==> config.mk <==
export PLATFORM = sky130hd
export DESIGN_NAME = regfile_wsel_sb
export DESIGN_NICKNAME = d
export VERILOG_FILES = /design/src/rtl/regfile_wsel_sb.sv
export SDC_FILE = /design/constraint.sdc
export NUM_CORES = 1
export LEC_CHECK = 0
export CAP_MARGIN = 20
export CORE_AREA = 2 2 121 123
export CTS_CLUSTER_SIZE = 16
export DETAILED_ROUTE_END_ITERATION = 10
export DIE_AREA = 0 0 123 125
export PLACE_DENSITY = 0.84
export SYNTH_ARGS = -nofsm -noshare
export SYNTH_HDL_FRONTEND = slang
export SYNTH_SLANG_ARGS = --single-unit
export TNS_END_PERCENT = 30
==> constraint.sdc <==
create_clock -name clk -period 4.5 [get_ports clk]
set_input_delay 0.9 -clock clk [delete_from_list [all_inputs] [get_ports clk]]
set_output_delay 0.9 -clock clk [all_outputs]
set_load 0.005 [all_outputs]
==> src/rtl/regfile_wsel_sb.sv <==
// Register file with writeback destination/data selection, NUM_RD combinational
// read ports and a pending-write scoreboard that raises stall on operand hazards.
// Optional feature: define RF_BYPASS_EN to forward this cycle's committing write
// to the read ports and clear the matching stall in the same cycle.
module regfile_wsel_sb #(
    parameter int unsigned DATA_W   = 16,
    parameter int unsigned ADDR_W   = 3,
    parameter int unsigned NUM_RD   = 2,
    parameter int unsigned LINK_REG = 7,
    parameter int unsigned PC_INC   = 2
) (
    input  logic                     clk,
    input  logic                     rst,
    input  logic [NUM_RD*ADDR_W-1:0] rd_sel,
    input  logic [NUM_RD-1:0]        rd_use,
    output logic [NUM_RD*DATA_W-1:0] rd_data,
    input  logic                     wr_en,
    input  logic                     lbi,
    input  logic                     link,
    input  logic [ADDR_W-1:0]        rs_sel,
    input  logic [ADDR_W-1:0]        rd_dst,
    input  logic [DATA_W-1:0]        alu_data,
    input  logic [DATA_W-1:0]        imm,
    input  logic [DATA_W-1:0]        pc,
    input  logic                     pend_set,
    input  logic [ADDR_W-1:0]        pend_sel,
    output logic                     stall,
    output logic                     err
);

    localparam int unsigned DEPTH = 2 ** ADDR_W;

    logic [DATA_W-1:0] regs_q [DEPTH];
    logic [DEPTH-1:0]  pend_q;
    logic [DEPTH-1:0]  pend_d;
    logic              err_q;
    logic              err_d;

    logic              illegal_c;
    logic              commit_c;
    logic [ADDR_W-1:0] wr_dst_c;
    logic [DATA_W-1:0] wr_data_c;
    logic [NUM_RD-1:0] port_stall_c;

    // Writeback destination/data selection; link outranks lbi
    always_comb begin
        illegal_c = wr_en & lbi & link;
        commit_c  = wr_en & ~(lbi & link);
        wr_dst_c  = rd_dst;
        wr_data_c = alu_data;
        if (link) begin
            wr_dst_c  = ADDR_W'(LINK_REG);
            wr_data_c = pc + DATA_W'(PC_INC);
        end else if (lbi) begin
            wr_dst_c  = rs_sel;
            wr_data_c = imm;
        end
    end

    // Scoreboard next state: a commit clears, a new producer mark wins over the clear
    always_comb begin
        pend_d = pend_q;
        if (commit_c) begin
            pend_d[wr_dst_c] = 1'b0;
        end
        if (pend_set) begin
            pend_d[pend_sel] = 1'b1;
        end
        err_d = illegal_c;
    end

    // Register array commit
    always_ff @(posedge clk or negedge rst) begin
        if (!rst) begin
            for (int i = 0; i < int'(DEPTH); i++) begin
                regs_q[i] <= '0;
            end
        end else if (commit_c) begin
            regs_q[wr_dst_c] <= wr_data_c;
        end
    end

    // Scoreboard and error flag
    always_ff @(posedge clk or negedge rst) begin
        if (!rst) begin
            pend_q <= '0;
            err_q  <= 1'b0;
        end else begin
            pend_q <= pend_d;
            err_q  <= err_d;
        end
    end

    // Read ports and per-port hazard detection
    for (genvar k = 0; k < int'(NUM_RD); k++) begin : g_rd
        logic [ADDR_W-1:0] idx_c;
        logic [DATA_W-1:0] val_c;
        logic              hit_c;

        // Port k operand fetch and stall contribution
        always_comb begin
            idx_c = rd_sel[k*ADDR_W +: ADDR_W];
            val_c = regs_q[idx_c];
            hit_c = pend_q[idx_c];
`ifdef RF_BYPASS_EN
            if (commit_c && (idx_c == wr_dst_c)) begin
                val_c = wr_data_c;
                hit_c = 1'b0;
            end
`endif
            if (!rst) begin
                val_c = '0;
                hit_c = 1'b0;
            end
            rd_data[k*DATA_W +: DATA_W] = val_c;
            port_stall_c[k]             = hit_c & rd_use[k];
        end
    end

    assign stall = |port_stall_c;
    assign err   = err_q;

endmodule
==> results of run 1 <==
critical path, delay by kind of cell:
kind	cells	cell delay [ns]
buffers and inverters	3	1.19
multiplexers	2	0.60
AND/OR/NAND/NOR	1	0.08
final cells by class:
| class | count | area [um2] |
|---|---|---|
| multi-input combinational | 402 | 4580 |
| fill | 919 | 4110 |
| sequential | 137 | 3430 |
| timing repair buffer | 121 | 1210 |
| clock buffer | 17 | 425 |
| tap | 184 | 230 |
| clock inverter | 15 | 194 |
| inverter | 7 | 26.3 |
registers in the layout, indices dropped and copies added (netlist names):
signal / cells
err: 1
pend_q: 8
regs_q: 128
worst paths after layout:
path,to,slack (ns),depth (start not counted)
hold reg to reg,regs_q[77],0.51,1
hold / removal,regs_q[92],0.48,1
setup reg to reg,regs_q[10],3.64,2
min in group clk,regs_q[77],0.51,1
setup / recovery,rd_data[29],0.80,6
max in group asynchronous,regs_q[57],3.11,2
metrics by stage:
step           std cells  power, mW  setup WS [ns]  instance area [um2]
3_3_place_gp         851       2.94          0.838                 9470
4_1_cts              883       4.51          0.833                10100
6_report             883       4.51          0.801                10100
2_1_floorplan        586       2.60           1.32                 8270
5_1_grt              883       4.69          0.710                10100
3_5_place_dp         851       3.03          0.831                 9470
per-layer routing:
metal	track usage, %	share of wire [%]
met2	45.7	50
met4	10.4	2.2
met5	0	0
met3	5.29	6.7
met1	40.1	41
report_power, final:
group          internal [mW]  switching, mW  leakage [nW]  total (mW)
logic                  0.777          0.412          2.28        1.19
registers               1.57          0.283          1.66        1.85
clock network          0.884          0.583         0.293        1.47
logic make-up (layout without fill, tap and decap cells):
kind of cell,after synthesis,in the layout,share of synthesized area [%]
muxes,233,233,41.8
adders and majority gates,1,1,0.151
and+or+nand+nor,103,103,7.50
DFF,137,137,41.4
buffers and inverters,47,160,3.22
xor gates and xnor gates,6,6,0.635
AOI/OAI and AO/OA,59,59,5.20
placed cells by master (no fill, tap or decap), drive strengths merged, types with 4 or more instances in the layout:
| master | synthesis | final |
|---|---|---|
| dfrtp | 137 | 137 |
| mux2 | 126 | 126 |
| clkdlybuf4s50 | 0 | 101 |
| mux4 | 68 | 68 |
| mux2i | 39 | 39 |
| nor2b | 39 | 39 |
| nand2 | 20 | 20 |
| buf | 24 | 20 |
| clkbuf | 16 | 17 |
| a21oi | 13 | 13 |
| o21ai | 13 | 13 |
| inv | 7 | 11 |
| a211oi | 8 | 8 |
| nor3 | 8 | 8 |
| nand3 | 7 | 7 |
| clkinv | 0 | 5 |
| nor2 | 5 | 5 |
| a32o | 4 | 4 |
| o31ai | 4 | 4 |
| nand2b | 4 | 4 |
| a31oi | 4 | 4 |
| xnor2 | 4 | 4 |
==> flow_summary.yaml, run 1 <==
outcome:
  outcome: "finished, final reports clean"
logic_synthesis:
  ys_seq_elements: 137
  synth_warnings: 0
  synth_area_leaders: "dfrtp_1 41%, mux4_2 19%, mux2_2 8.7%, mux2_4 5.8%, mux2i_1 4.7%"
  synth_common_cells: "137 x dfrtp_1, 68 x mux4_2, 64 x mux2_2, 39 x mux2i_1, 39 x nor2b_1"
  synth_top_area_cell: "dfrtp_1"
  synth_edf_count: 0
  async_flop_share_pct: 100
  syn_inst: 586
  yosysMostFrequentCell: "dfrtp_1"
  synth_top_area_share_pct: 41.4
  synth_area_um2: 8270
  syn_nets: 658
  avgSynthCellArea_um2: 14.1
  ys.flop_type: "dfrtp_1"
  yosysSeqAreaShare_pct: 41.4
  yosysUniqueCellTypes: 57
setup_path:
  cp-end-kind: "output pin"
  path_class: "in -> out"
  crit_top_cell: "clkdlybuf4s50_1"
  r2r-start: "regs_q[10]"
  worstPathCellList: "clkdlybuf4s50_1, buf_12, mux4_2, mux2i_1, nor2b_1, clkdlybuf4s50_1"
  cp-start-kind: "primary input"
  slowest_stage: "clkdlybuf4s50_1"
  worstPathRequired_ns: 3.60
  worstPathMaxFanout: 34
  worstSetupStartpoint: "rd_sel[4]"
  crit_path_max_incr_delay_ns: 0.50
  critPathArrivalTime_ns: 2.80
cts:
  cts_hold_repair.buffers: 0
  cts_setup_buffers: 0
  cts.path.max_buffers: 2
  cts_buffers: 17
  clkLatencyLatePin_ns: 0.42
  cts_resized: 0
  clkSlewWorstSetupHoldPaths_ns: 0.06
  htree_num_levels: 4
  root_buffer: "clkbuf_16"
  tritoncts: "done"
  clock-sinks: 137
power:
  powerDensity_nw_per_um2: 447
  power_leakage_nw: 4.23
  vdd_drop_max_mv: 0.316
routing:
  routedWlPerCell_um: 23.4
  drcViolationCount: 0
  ant_nets: 0
  drtIter0Drc: 543
  viasPerCell: 6.60
  vias: 5825
  dr.pass1.iters: 4
  drt_wl_total_mm: 20.7
sta:
  worstMarginPinSlew_ns: 0.878
  hold_violations: 0
  setup_violations: 0
  finalClockSkew_ns: 0
  slew_headroom_pct: 41.2
  rsz0062_at_grt: "no"
  drv_slew: 0
  finalCriticalPeriod_ns: 3.70
  finalCritPeriodShare_pct: 82.2
  max_freq_mhz: 270
  setup_tns_ns: 0
  hold_ws_ns: 0.478
floorplan:
  rows: 44
  pin_count: 105
  start_util_pct: 58.2
  coreArea_um2: 14200
  die_h_um: 125
  chipWidth_um: 123
  fp.dieArea_um2: 15400
finish:
  fin_nets: 758
  drive_gt1_share_pct: 33.0
  n_antenna_cell: 0
  final_core_util_pct: 71.0
  area_delta_synth_final_pct: 22.0
grt:
  track_usage_pct: 28.8
  grt_max_degree: 90
  grt.overflow.total: 0
  grt_pass1_vias: 6248
  antenna_found_initial: 0
  grt_pass1_wl_mm: 33.6
placement:
  gp_congestion: 0.855
  io_buffers: 104
  hpwlAfterDp_mm: 13.1
hold_path:
  hp-class: "in -> async"
job:
  cap_violations: 0
No activity file was read; power rests on OpenSTA's default activity.
==> run 2, diff against run 1 <==
--- a/config.mk
+++ b/config.mk
@@ -6,11 +6,11 @@
 export NUM_CORES = 1
 export LEC_CHECK = 0
 export CAP_MARGIN = 20
-export CORE_AREA = 2 2 121 123
+export CORE_AREA = 2 2 131 133
 export CTS_CLUSTER_SIZE = 16
 export DETAILED_ROUTE_END_ITERATION = 10
-export DIE_AREA = 0 0 123 125
-export PLACE_DENSITY = 0.84
+export DIE_AREA = 0 0 133 135
+export PLACE_DENSITY = 0.76
 export SYNTH_ARGS = -nofsm -noshare
 export SYNTH_HDL_FRONTEND = slang
 export SYNTH_SLANG_ARGS = --single-unit
==> constraint.sdc (replaced) <==
create_clock -name clk -period 3.2 [get_ports clk]
set_input_delay 0.64 -clock clk [delete_from_list [all_inputs] [get_ports clk]]
set_output_delay 0.64 -clock clk [all_outputs]
set_load 0.005 [all_outputs]
==> flow_summary.yaml, run 2 (synthesized netlist as in run 1, its figures left out) <==
routing:
  drtIter0Drc: 372
  ant_nets: 0
  viasPerCell: 6.10
  routedWlPerCell_um: 22.3
  drcViolationCount: 0
  vias: 5721
  drt_wl_total_mm: 20.9
  dr.pass1.iters: 4
placement:
  gp_congestion: 0.847
  dpl.cell_count: 906
  hpwlAfterDp_mm: 14.1
  io_buffers: 104
sta:
  hold_violations: 0
  drv_slew: 0
  max_freq_mhz: 320
  setup_violations: 0
  setup_tns_ns: 0
  worstMarginPinSlew_ns: 0.801
  finalClockSkew_ns: 0
  rsz0062_at_grt: "no"
  finalCriticalPeriod_ns: 3.13
  slew_headroom_pct: 46.6
  finalCritPeriodShare_pct: 97.8
cts:
  clock-sinks: 137
  tritoncts: "done"
  clkLatencyLatePin_ns: 0.42
  cts.path.max_buffers: 2
  cts_buffers: 17
  clkSlewWorstSetupHoldPaths_ns: 0.06
  cts_hold_repair.buffers: 0
  root_buffer: "clkbuf_16"
  cts_setup_buffers: 0
  htree_num_levels: 4
floorplan:
  die_h_um: 135
  pin_count: 105
  rows: 47
  coreArea_um2: 16400
  start_util_pct: 50.4
  chipWidth_um: 133
  fp.dieArea_um2: 18000
setup_path:
  worstPathCellList: "clkdlybuf4s50_1, buf_12, buf_12, mux4_2, mux2i_1, nor2b_1, clkdlybuf4s50_1"
  path_class: "in -> out"
  worstPathMaxFanout: 17
  slowest_stage: "clkdlybuf4s50_1"
  worstPathRequired_ns: 2.56
  cp-end-kind: "output pin"
  crit_path_max_incr_delay_ns: 0.50
  critical_path_depth: 7
  critPathArrivalTime_ns: 2.49
  critPathBufInv: 4
  cp-start-kind: "primary input"
  worstSetupStartpoint: "rd_sel[1]"
  reg2reg_depth: 2
  r2r-start: "pend_q[7]"
  cpLargestDelayFamily: "buffers and inverters"
finish:
  area_delta_synth_final_pct: 25.8
  drive_gt1_share_pct: 34.8
  layoutNonFillerInstCount: 938
  n_antenna_cell: 0
  seqCellArea_um2: 3430
  mostFrequentLayoutCell: "dfrtp_1"
  largest_register_ffs: 128
  mostFrequentLayoutCells: "137 x dfrtp_1, 100 x clkdlybuf4s50_1, 68 x mux4_2"
  multi_input_area_um2: 4580
  top_register: "regs_q"
  fillCellCount: 1163
  fin_nets: 778
hold_path:
  hp-class: "in -> async"
grt:
  grt_pass1_wl_mm: 33.3
  grt_max_degree: 43
  grt_pass1_vias: 5943
  antenna_found_initial: 0
  track_usage_pct: 24.5
  grt.overflow.total: 0
power:
  powerDensity_nw_per_um2: 604
  vdd_drop_max_mv: 0.433
  power_leakage_nw: 4.39
outcome:
  outcome: "finished, final reports clean"
job:
  cap_violations: 0
==> run 2: final timing paths <==
kind / end / slack [ns]
max in group asynchronous: regs_q[78] / 2.36
worst max-delay path: rd_data[3] / 0.07
worst min-delay path: regs_q[14] / 0.11
worst min register to register: regs_q[70] / 0.51
min in group clk: regs_q[70] / 0.51
worst max register to register: pend_q[7] / 2.25
==> run 2: metrics by stage <==
| step | power [mW] | worst slack, ns | hold slack [ns] | instance area [um2] | util, % |
|---|---|---|---|---|---|
| 2_1_floorplan | 3.65 | 0.542 | 0.344 | 8270 | - |
| 3_3_place_gp | 4.19 | 0.0806 | 0.485 | 9770 | 59.6 |
| 3_5_place_dp | 4.30 | 0.0421 | 0.501 | 9770 | 59.6 |
| 4_1_cts | 6.30 | 0.0219 | 0.110 | 10400 | 63.2 |
| 5_1_grt | 6.58 | 0.00398 | 0.114 | 10400 | 63.4 |
| 6_report | 6.28 | 0.0705 | 0.108 | 10400 | 63.4 |
==> run 2: layer usage <==
metal	GRT usage [%]	routed length (um)	share of wire (%)	up-vias
li1	-	-	-	2505
met1	33.1	8800	42	2933
met2	40.3	10200	49	251
met3	4.84	1440	6.9	32
met4	8.12	464	2.2	0
met5	0	0	0	-
==> run 2: worst register-to-register path, stage by stage (launching register included) <==
cell and delay [ns]:
dfrtp_1 0.44, o21ai_0 0.21, o31ai_1 0.16
==> run 2: cell type report <==
cell class	count	share of cell area (%)
clock buffers	19	4.35
clock inverters	12	1.44
inverters	7	0.253
multi-input cells	402	44.0
flip-flops and latches	137	33.0
well taps	220	2.65
repair buffers	141	14.3
==> run 2: report_power, final <==
| part | internal, mW | switching (mW) | leakage, nW | total (mW) |
|---|---|---|---|---|
| Sequential | 2.21 | 0.391 | 1.66 | 2.60 |
| Combinational | 1.12 | 0.576 | 2.44 | 1.70 |
| Clock | 1.26 | 0.729 | 0.291 | 1.99 |
==> run 2: timing repair <==
item	in CTS	in global routing
gates resized for setup	0	1
endpoints found under the setup margin	0	1
hold endpoints to repair	0	0
